File: src/rtl/adc_link_pkg.sv
// Shared definitions for the ADC sample link (sender and receiver):
// word width, bank depth, sample_mode codes, write-FSM encodings and
// the mode-to-frame-length mapping.
package adc_link_pkg;

  localparam int ADC_DATA_W    = 16;
  localparam int ADC_MAX_DEPTH = 64;
  localparam int ADC_ADDR_W    = 6;
  localparam int ADC_LEN_W     = ADC_ADDR_W + 1;

  localparam logic [3:0] MODE_16 = 4'd0;
  localparam logic [3:0] MODE_32 = 4'd1;
  localparam logic [3:0] MODE_64 = 4'd2;

  typedef enum logic [1:0] {
    W_IDLE    = 2'd0,
    W_CAPTURE = 2'd1,
    W_COMMIT  = 2'd2
  } wr_state_e;

  // Frame length implied by sample_mode; unknown codes keep the previous length.
  function automatic logic [ADC_LEN_W-1:0] mode_len(input logic [3:0]           mode,
                                                    input logic [ADC_LEN_W-1:0] prev);
    case (mode)
      MODE_16: mode_len = ADC_LEN_W'(16);
      MODE_32: mode_len = ADC_LEN_W'(32);
      MODE_64: mode_len = ADC_LEN_W'(64);
      default: mode_len = prev;
    endcase
  endfunction

endpackage

File: src/rtl/adc_rx_bank_ram.sv
// Ping-pong sample store: two banks of 2**ADDR_W words, address {bank, idx}.
// Synchronous write port, registered read port (read data resets to 0 so
// rd_data is clean out of reset).
module adc_rx_bank_ram #(
  parameter int DATA_W = 16,
  parameter int ADDR_W = 6
) (
  input  logic              clk,
  input  logic              reset_n,
  input  logic              we,
  input  logic [ADDR_W:0]   waddr,
  input  logic [DATA_W-1:0] wdata,
  input  logic              re,
  input  logic [ADDR_W:0]   raddr,
  output logic [DATA_W-1:0] rdata
);

  logic [DATA_W-1:0] mem [2**(ADDR_W+1)];

  // Write port
  always_ff @(posedge clk) begin
    if (we) mem[waddr] <= wdata;
  end

  // Registered read port
  always_ff @(posedge clk or negedge reset_n) begin
    if (!reset_n)  rdata <= '0;
    else if (re)   rdata <= mem[raddr];
  end

endmodule

File: src/rtl/adc_frame_recv.sv
// Receive side of the ADC sample link. Captures sample bursts into a
// ping-pong buffer, checks frame length against sample_mode and hands
// whole frames to a reader while the next frame is being captured.
// Optional: define ADC_RX_TIMEOUT_EN to abort a frame after TIMEOUT_CYC
// idle cycles in W_CAPTURE.
module adc_frame_recv
  import adc_link_pkg::*;
#(
  parameter int DATA_W      = ADC_DATA_W,
  parameter int MAX_DEPTH   = ADC_MAX_DEPTH,
  parameter int ADDR_W      = ADC_ADDR_W,
  parameter int TIMEOUT_CYC = 256
) (
  input  logic              clk,
  input  logic              reset_n,
  input  logic [DATA_W-1:0] din,
  input  logic              din_valid,
  input  logic              sync_in,
  input  logic [3:0]        sample_mode,
  input  logic              rd_en,
  output logic [DATA_W-1:0] rd_data,
  output logic              rd_valid,
  output logic              frame_ready,
  output logic [ADDR_W:0]   frame_len,
  output logic              frame_err,
  output logic              overflow,
  output logic              busy
);

  localparam int              LEN_W   = ADDR_W + 1;
  localparam logic [LEN_W-1:0] DEPTH_L = LEN_W'(MAX_DEPTH);

  if (TIMEOUT_CYC < 1) begin : g_tmo_chk
    $error("adc_frame_recv: TIMEOUT_CYC must be at least 1");
  end

  // Write side
  wr_state_e        state;
  logic             wr_bank;
  logic [LEN_W-1:0] wr_cnt;
  logic [LEN_W-1:0] exp_len;
  logic             lost;      // a word hit a still-occupied bank: frame unusable
  logic             ovf_err;   // words beyond MAX_DEPTH were dropped

  // Bank bookkeeping / read side
  logic [1:0]             full, err_q;
  logic [1:0][LEN_W-1:0]  len_q;
  logic                   rd_bank;   // oldest full bank; frames alternate banks
  logic [ADDR_W-1:0]      rd_ptr;

  logic [1:0]             full_nxt, err_nxt;
  logic [1:0][LEN_W-1:0]  len_nxt;
  logic                   rd_bank_nxt;

  logic                   we;
  logic [ADDR_W-1:0]      wr_idx;
  logic                   at_max, rd_acc, rd_last, bank_free, commit_ok, err_new;
  logic                   tmo_abort;

  assign at_max    = (wr_cnt >= DEPTH_L);
  assign rd_acc    = rd_en & frame_ready;
  assign rd_last   = rd_acc & ({1'b0, rd_ptr} == (len_q[rd_bank] - 1'b1));
  // A bank emptied by the final read this cycle is free for a same-cycle commit.
  assign bank_free = ~full[wr_bank] | (rd_last & (rd_bank == wr_bank));
  assign commit_ok = (state == W_COMMIT) & bank_free & ~lost;
  assign err_new   = ovf_err | (wr_cnt != exp_len);

`ifdef ADC_RX_TIMEOUT_EN
  localparam int             TMO_W    = $clog2(TIMEOUT_CYC + 1);
  localparam logic [TMO_W-1:0] TMO_LAST = TMO_W'(TIMEOUT_CYC - 1);
  logic [TMO_W-1:0] tmo_cnt;

  assign tmo_abort = (state == W_CAPTURE) & ~din_valid & ~sync_in & (tmo_cnt == TMO_LAST);

  // Idle-cycle counter while capturing; any valid word restarts it
  always_ff @(posedge clk or negedge reset_n) begin
    if (!reset_n)                          tmo_cnt <= '0;
    else if (state != W_CAPTURE || din_valid) tmo_cnt <= '0;
    else                                   tmo_cnt <= tmo_cnt + 1'b1;
  end
`else
  assign tmo_abort = 1'b0;
`endif

  // RAM write enable; writes into an occupied bank are suppressed to protect its frame
  always_comb begin
    we     = 1'b0;
    wr_idx = '0;
    case (state)
      W_IDLE:    if (din_valid) we = ~full[wr_bank];
      W_CAPTURE: if (din_valid && !at_max) begin
                   we     = ~full[wr_bank];
                   wr_idx = wr_cnt[ADDR_W-1:0];
                 end
      default: ;
    endcase
  end

  // Next bank state: final read frees the oldest bank, commit fills the write bank
  always_comb begin
    full_nxt    = full;
    len_nxt     = len_q;
    err_nxt     = err_q;
    rd_bank_nxt = rd_bank;
    if (rd_last) begin
      full_nxt[rd_bank] = 1'b0;
      rd_bank_nxt       = ~rd_bank;
    end
    if (commit_ok) begin
      full_nxt[wr_bank] = 1'b1;
      len_nxt[wr_bank]  = wr_cnt;
      err_nxt[wr_bank]  = err_new;
    end
  end

  // Bank flags and the registered view of the pending frame
  always_ff @(posedge clk or negedge reset_n) begin
    if (!reset_n) begin
      full        <= '0;
      len_q       <= '0;
      err_q       <= '0;
      rd_bank     <= 1'b0;
      frame_ready <= 1'b0;
      frame_len   <= '0;
      frame_err   <= 1'b0;
    end else begin
      full        <= full_nxt;
      len_q       <= len_nxt;
      err_q       <= err_nxt;
      rd_bank     <= rd_bank_nxt;
      frame_ready <= full_nxt[rd_bank_nxt];
      frame_len   <= full_nxt[rd_bank_nxt] ? len_nxt[rd_bank_nxt] : '0;
      frame_err   <= full_nxt[rd_bank_nxt] & err_nxt[rd_bank_nxt];
    end
  end

  // Read pointer and data-valid flag
  always_ff @(posedge clk or negedge reset_n) begin
    if (!reset_n) begin
      rd_ptr   <= '0;
      rd_valid <= 1'b0;
    end else begin
      rd_valid <= rd_acc;
      if (rd_last)     rd_ptr <= '0;
      else if (rd_acc) rd_ptr <= rd_ptr + 1'b1;
    end
  end

  // Write FSM: capture, length check, commit or drop
  always_ff @(posedge clk or negedge reset_n) begin
    if (!reset_n) begin
      state    <= W_IDLE;
      wr_bank  <= 1'b0;
      wr_cnt   <= '0;
      exp_len  <= LEN_W'(16);
      lost     <= 1'b0;
      ovf_err  <= 1'b0;
      overflow <= 1'b0;
      busy     <= 1'b0;
    end else begin
      overflow <= 1'b0;
      case (state)
        W_IDLE: begin
          if (din_valid) begin
            wr_cnt  <= LEN_W'(1);
            exp_len <= LEN_W'(mode_len(sample_mode, ADC_LEN_W'(exp_len)));
            lost    <= full[wr_bank];
            ovf_err <= 1'b0;
            busy    <= 1'b1;
            state   <= sync_in ? W_COMMIT : W_CAPTURE;
          end
        end
        W_CAPTURE: begin
          if (din_valid) begin
            if (at_max) ovf_err <= 1'b1;
            else begin
              wr_cnt <= wr_cnt + 1'b1;
              if (full[wr_bank]) lost <= 1'b1;
            end
          end
          if (sync_in) state <= W_COMMIT;
          else if (tmo_abort) begin
            state  <= W_IDLE;
            wr_cnt <= '0;
            busy   <= 1'b0;
          end
        end
        W_COMMIT: begin
          wr_cnt <= '0;
          busy   <= 1'b0;
          state  <= W_IDLE;
          if (commit_ok) wr_bank  <= ~wr_bank;
          else           overflow <= 1'b1;
        end
        default: begin
          state <= W_IDLE;
          busy  <= 1'b0;
        end
      endcase
    end
  end

  adc_rx_bank_ram #(
    .DATA_W (DATA_W),
    .ADDR_W (ADDR_W)
  ) u_ram (
    .clk     (clk),
    .reset_n (reset_n),
    .we      (we),
    .waddr   ({wr_bank, wr_idx}),
    .wdata   (din),
    .re      (rd_acc),
    .raddr   ({rd_bank, rd_ptr}),
    .rdata   (rd_data)
  );

endmodule

File: config.mk
export PLATFORM = sky130hd
export DESIGN_NAME = adc_frame_recv
export DESIGN_NICKNAME = d
export VERILOG_FILES = /design/src/rtl/adc_link_pkg.sv /design/src/rtl/adc_rx_bank_ram.sv /design/src/rtl/adc_frame_recv.sv
export SDC_FILE = /design/constraint.sdc
export NUM_CORES = 2
export LEC_CHECK = 0
export CAP_MARGIN = 20
export CORE_MARGIN = 3
export CORE_UTILIZATION = 45
export DETAILED_ROUTE_END_ITERATION = 16
export SYNTH_ARGS = -nofsm -noshare
export SYNTH_HDL_FRONTEND = slang
export SYNTH_SLANG_ARGS = --single-unit
File: constraint.sdc
create_clock -name clk -period 4.3 [get_ports clk]
set_input_delay 0.43 -clock clk [delete_from_list [all_inputs] [get_ports clk]]
set_output_delay 0.43 -clock clk [all_outputs]
set_load 0.02 [all_outputs]
== Yosys cells after proc, flatten, opt, wreduce, memory -nomap -nowiden ==
Memory sizes are Yosys's and may differ from the RTL's. A register that Yosys moved wholly into a read port is not among the register bits.
Cells that the tools add are included.

* Add/subtract/negate cells: 3
* Order comparisons: 6
* Equal/unequal tests: 13
* Mux-type cells: 55
* Bitwise logic cells: 16
* Reductions and logical operators: 18

{| class="wikitable"
|+ Operator list
! cell !! count
|-
| 2-to-1 mux 7 bit || 9
|-
| one-hot mux 7 bit (3 select lines) || 2
|-
| 2-to-1 mux 6 bit || 4
|-
| 2-to-1 mux 1 bit || 23
|-
| bitwise mux 14 bit || 1
|-
| 2-to-1 mux 14 bit || 1
|-
| 2-to-1 mux 2 bit || 6
|-
| != test 2 bit, second input constant || 6
|-
| one-hot mux 1 bit (2 select lines) || 4
|-
| AND reduction 4 bit || 2
|-
| adder 7 x 1 -> 7 bit, second input constant || 1
|-
| demux 7 bit (select 1 bit) || 1
|-
| == test 6 x 7 -> 1 bit || 1
|-
| greater-or-equal comparator 7 bit, second input constant || 1
|-
| != test 7 bit || 1
|-
| subtractor 7 x 1 -> 7 bit, second input constant || 1
|-
| adder 6 x 1 -> 6 bit, second input constant || 1
|-
| AND 1 bit || 6
|-
| less-than comparator 1 x 2 -> 1 bit, second input constant || 3
|-
| AND reduction 2 bit || 3
|-
| nonzero test 3 bit || 2
|-
| NOT 1 bit || 5
|-
| AND reduction 5 bit || 1
|-
| == test 4 x 1 -> 1 bit, second input constant || 1
|-
| 18 further kinds || 25
|}

* Bits in registers: 56
* Memory bits (writable): 2048
* Output and inout bits: 28
* Memories: 1

{| class="wikitable"
|+ Memory list
! name !! words !! width !! rd ports !! clocked after Yosys merged registers in !! wr ports !! RTL line !! text
|-
| u_ram.mem || 128 || 16 || 1 || 1 || 1 || adc_rx_bank_ram.sv:18 || <nowiki>logic [DATA_W-1:0] mem [2**(ADDR_W+1)];</nowiki>
|}

== Longest topological paths before layout ==
* Word-level depth: 13
* Depth in mapped cells: 13
* Gate-level depth less buffers: 9

== Modules after synthesis ==
Synthesis repeated with hierarchy kept, for this count alone.

* Cell total of the unflattened synthesis: 4221
* Area, all modules: 83538.9 µm²

{| class="wikitable"
|+ By module, submodules not included
! module !! times used !! cells an instance !! area each (µm²)
|-
| adc_rx_bank_ram || 1 || 3926 || 80577.3
|-
| adc_frame_recv || 1 || 295 || 2961.6
|}

== Worst setup path before layout ==
No wires, ideal clock.

* Path kind: reg2reg
* Start point: register wr_bank
* End point: memory u_ram.mem[104][0], enable pin
* Library setup time: 389 ps
* Data arrival time: 2754 ps
* Required time: 3911 ps
* Path slack: 1158 ps
* Cell stages (with the launch flop): 8
* Cells stage by stage: dfrtp_1 -> clkbuf_1 -> mux2i_1 -> a21boi_0 -> and2_0 -> o21ai_0 -> clkbuf_1 -> nor2_1

* Longest elaborated chain between the ends: 7
* Elaborated cells on any way between the ends: 8
* Classes of those cells: mux: 7; bitwise: 1

{| class="wikitable"
|+ Ends and longest elaborated chain
! element !! RTL line !! text
|-
| start, declared || adc_frame_recv.sv:39 || <nowiki>logic wr_bank;</nowiki>
|-
| start signal, assigned || adc_frame_recv.sv:192 || <nowiki>if (commit_ok) wr_bank <= ~wr_bank;</nowiki>
|-
| 2-to-1 mux 1 bit (not written as such) (2 in series) || adc_frame_recv.sv:90, adc_frame_recv.sv:92 ||
|-
| NOT 1 bit || adc_frame_recv.sv:90, adc_frame_recv.sv:92 ||
|-
| 2-to-1 mux 1 bit, on equally long branches || adc_frame_recv.sv:91, adc_frame_recv.sv:90 ||
|-
| one-hot mux 1 bit (2 select lines) || adc_frame_recv.sv:89 || <nowiki>case (state)</nowiki>
|-
| 2-to-1 mux 1 bit || adc_rx_bank_ram.sv:22 || <nowiki>if (we) mem[waddr] <= wdata;</nowiki>
|-
| 2-to-1 mux 1 bit (not written as such) || adc_rx_bank_ram.sv:22 ||
|-
| end, declared || adc_rx_bank_ram.sv:18 ||
|}

Several ways; a longest one is shown, not always the timed one. The select of a mux whose other input is x is not followed.

==> flow_metrics.tcl <==
set metrics [dict create \
    timing.final.crit_period_ns 3.981 \
    via_count_of_the_first_global_routing_pass 39144 \
    synthesis.area_per_instance_um2 23.09 \
    placement.io_buffers 52 \
    largest_net_degree_at_the_start_of_global_routing 129 \
    finish.net_count 3956 \
    timing_worst_slew_pin_value_ns 1.147 \
    syn2layout_area_growth_pct 15.57 \
    finalClockSkew_ns 0.04282 \
    placed_instances 6065 \
    synth.net_count 3570 \
    share_seq_of_total_power 0.444 \
    clock_tree.buffer_depth 3 \
    wl_met1_um 91490 \
    grt_antenna_before_repair 6 \
    maximum_resistive_drop_on_vdd_uv 547.3 \
    clock_latency_ns 0.86 \
    critical_path.n_buffers_inverters 2 \
    fin_area_um2 94420 \
    worst_r2r_startpoint "rd_ptr[0]" \
    setup_cp_type "reg -> reg" \
    cts_repair_resize_count 0 \
    post-dp-hpwl_um 132500 \
    fin_setup_tns_ns 0 \
    number_of_flops_mapped_to_enable_cells_by_yosys 2048 \
    global_placer_s_final_weighted_congestion 0.8677 \
    worstSetupEndpointType "register" \
    grt_overflow_total 0 \
    maxSlewViolCount 0 \
    clock-sinks 2116 \
    drc_errors 0 \
    cp-start-kind "register" \
    worst_path_dominant_cell_family "multiplexers" \
    cts.clk_slew.worst_paths_ns 0.06 \
    number_of_distinct_library_cells_after_synthesis 63 \
    ys_async_rst_share 0.03214 \
    die_y_um 432.1 \
    post_cts_repair_timing_setup_buffer_count 0 \
    final-hold-violation-count 0 \
    ant_nets 0 \
    power_uw 52390 \
    route.met2.wl_um 100100 \
    route.top_layer_used "met5" \
    run_status "complete, no violations" \
    ys_ff_latch 2116 \
    synth.yosys.seq_area_share 0.7736 \
    core_area_um2 179400 \
    synth_warnings 0 \
    timing.critical_path.slowest_stage_cell "a221oi_1" \
    critical_path.max_fanout 32 \
    num_rows 155 \
    finalWirelength_um 214300 \
    fmax_mhz 251.2 \
    rsz0062_at_grt "false" \
    syn-cell-area_um2 81690 \
    max_cap_violations 0 \
    grt_pass1_wl_um 304700 \
    ios 53 \
    switching_share 0.2798 \
    crit_start "rd_ptr[0]" \
    die_w_um 432.1 \
    mean_number_of_vias_per_cell 6.126 \
    detailedRoute.firstPassIterationCount 5 \
    start_util 0.4554 \
    setup_viol 0 \
    vias 39567 \
    switchingPower_uw 14660 \
    p_clk_frac 0.349 \
    met3WireLength_um 16430 \
    clk_root_buf "clkbuf_16" \
    cts_htree_levels 4 \
    power_leakage_uw 0.02980 \
    cts_tree "built" \
    synthCells 3538 \
    critical_path.most_common_cell "mux4_2" \
    critPathMaxStageDelay_ns 0.81 \
    worstPathCellList "buf_12 > buf_4 > mux4_2 > mux4_2 > a221oi_1 > nand2_1 > a22o_1" \
    design.die.area_um2 186700 \
    p_int_uw 37730 \
    hp-class "in -> async" \
    maxSlewHeadroom 0.2328 \
    post_dp_cell_area_um2 87460 \
    pwr_density_cell_nw_per_um2 554.9 \
    cts_hold_repair.buffers 2 \
    synth_top_flop_cell "edfxtp_1" \
    drt_iter0_markers 5122 \
    crit_arrival_ns 4.71 \
    drive_above_1_share 0.3330 \
    layoutNonFillerInstCount 6459 \
    min_period_over_period 0.9258 \
    detail_route.wl_per_cell_um 33.17 \
    tritoncts.num_buffers 209 \
    grtUsageTotal 0.2312 \
    timing.critical_path.required_ns 5.03 \
    comb_power_share 0.208 \
]
-- cell type report --
cell class	count	area, um2
clock inverter	133	1346
multi-input combinational	1217	17720
tap	2355	2947
clock buffer	256	5570
fill	13600	84970
sequential	2116	63220
antenna	2	5.005
timing repair buffer	364	3551
inverter	16	60.06
-- cell families (layout without fill, tap and decap cells) --
family,Yosys count,in the layout,synth area share
AND/OR/NAND/NOR,324,324,0.01718
flip-flops,2116,2116,0.7736
buffers and inverters,205,769,0.01227
adder cells (fa/ha/maj),7,7,0.001072
other,0,2,0
multiplexers,676,676,0.1771
AO/OA/AOI/OAI,191,191,0.01656
XOR/XNOR,19,19,0.002129
-- synth_stat cells (all sizes together) (16+ instances only) --
cell    number  area, um2
a21oi       36      180.2
a22oi       50      375.4
buf        102      615.6
clkbuf      87      326.6
dfrtp       67       1677
edfxtp    2048      61500
mux2i       47      474.2
mux4       614      13830
nand2       61      229.0
nand3       21      110.1
nor2       182      683.2
o21ai       29      145.1
xnor2       16      147.7
-- metal layers --
layer | track usage | vias to the layer above
li1 | - | 15885
met1 | 0.3478 | 21669
met2 | 0.3491 | 1742
met3 | 0.04089 | 269
met4 | 0.06875 | 2
met5 | 0 | -
-- power by group through the flow --
stage | Clock [uW] | Sequential (uW) | Combinational, uW
detailed placement | 0 | 23700 | 10900
CTS | 18600 | 23300 | 10900
floorplan | 0 | 23400 | 6280
global route | 19400 | 23300 | 11200
global placement | 0 | 23700 | 10900
finish | 18300 | 23300 | 10900
-- registers in the layout, summed over array words and instances, names as in the netlist --
register and cells:
state 2, full 2, ovf_err 1, lost 1, wr_bank 1, u_ram.mem 2048, frame_len 7, busy 1
wr_cnt 7, frame_err 1, rd_ptr 6, rd_bank 1, rd_valid 1, err_q 2, u_ram.rdata 16, exp_len 3
len_q 14, overflow 1, frame_ready 1
-- stage by stage --
stage | hold slack [ns] | util | worst slack (ns)
2_1_floorplan | 0.1344 | - | 1.158
3_3_place_gp | 0.4786 | 0.4875 | 0.3779
3_5_place_dp | 0.4873 | 0.4875 | 0.4145
4_1_cts | 0.02930 | 0.5262 | 0.3600
5_1_grt | 0.05188 | 0.5263 | 0.3184
6_report | 0.08879 | 0.5263 | 0.3190
-- path summary, 6_finish.rpt --
check                      depth (start not counted)  slack [ns]           endpoint
max                                                7        0.32     u_ram.rdata[7]
max reg2reg                                        7        0.32     u_ram.rdata[7]
min in group clk                                   1        0.09  u_ram.mem[114][7]
min reg2reg                                        2        0.49         exp_len[4]
min                                                2        0.09         exp_len[5]
max in group asynchronous                          3        3.56     u_ram.rdata[8]
-- layout by cell type (no fill, tap or decap), types with 9 or more instances in the layout --
cell type	n
edfxtp_1	2048
mux4_2	614
buf_4	269
clkbuf_16	212
nor2_1	92
nor2_2	90
dfrtp_1	63
nand2_1	61
buf_12	58
clkinv_1	50
a22oi_1	50
mux2i_1	46
clkinv_2	39
a21oi_1	36
clkdlybuf4s50_1	35
clkbuf_1	34
o21ai_0	26
nand3_1	20
bufinv_16	20
inv_1	15
xnor2_1	15
mux2_2	15
nor3_1	11
a211oi_1	10
clkbuf_8	10
a221oi_1	9
(Power assumes the default switching activity.)
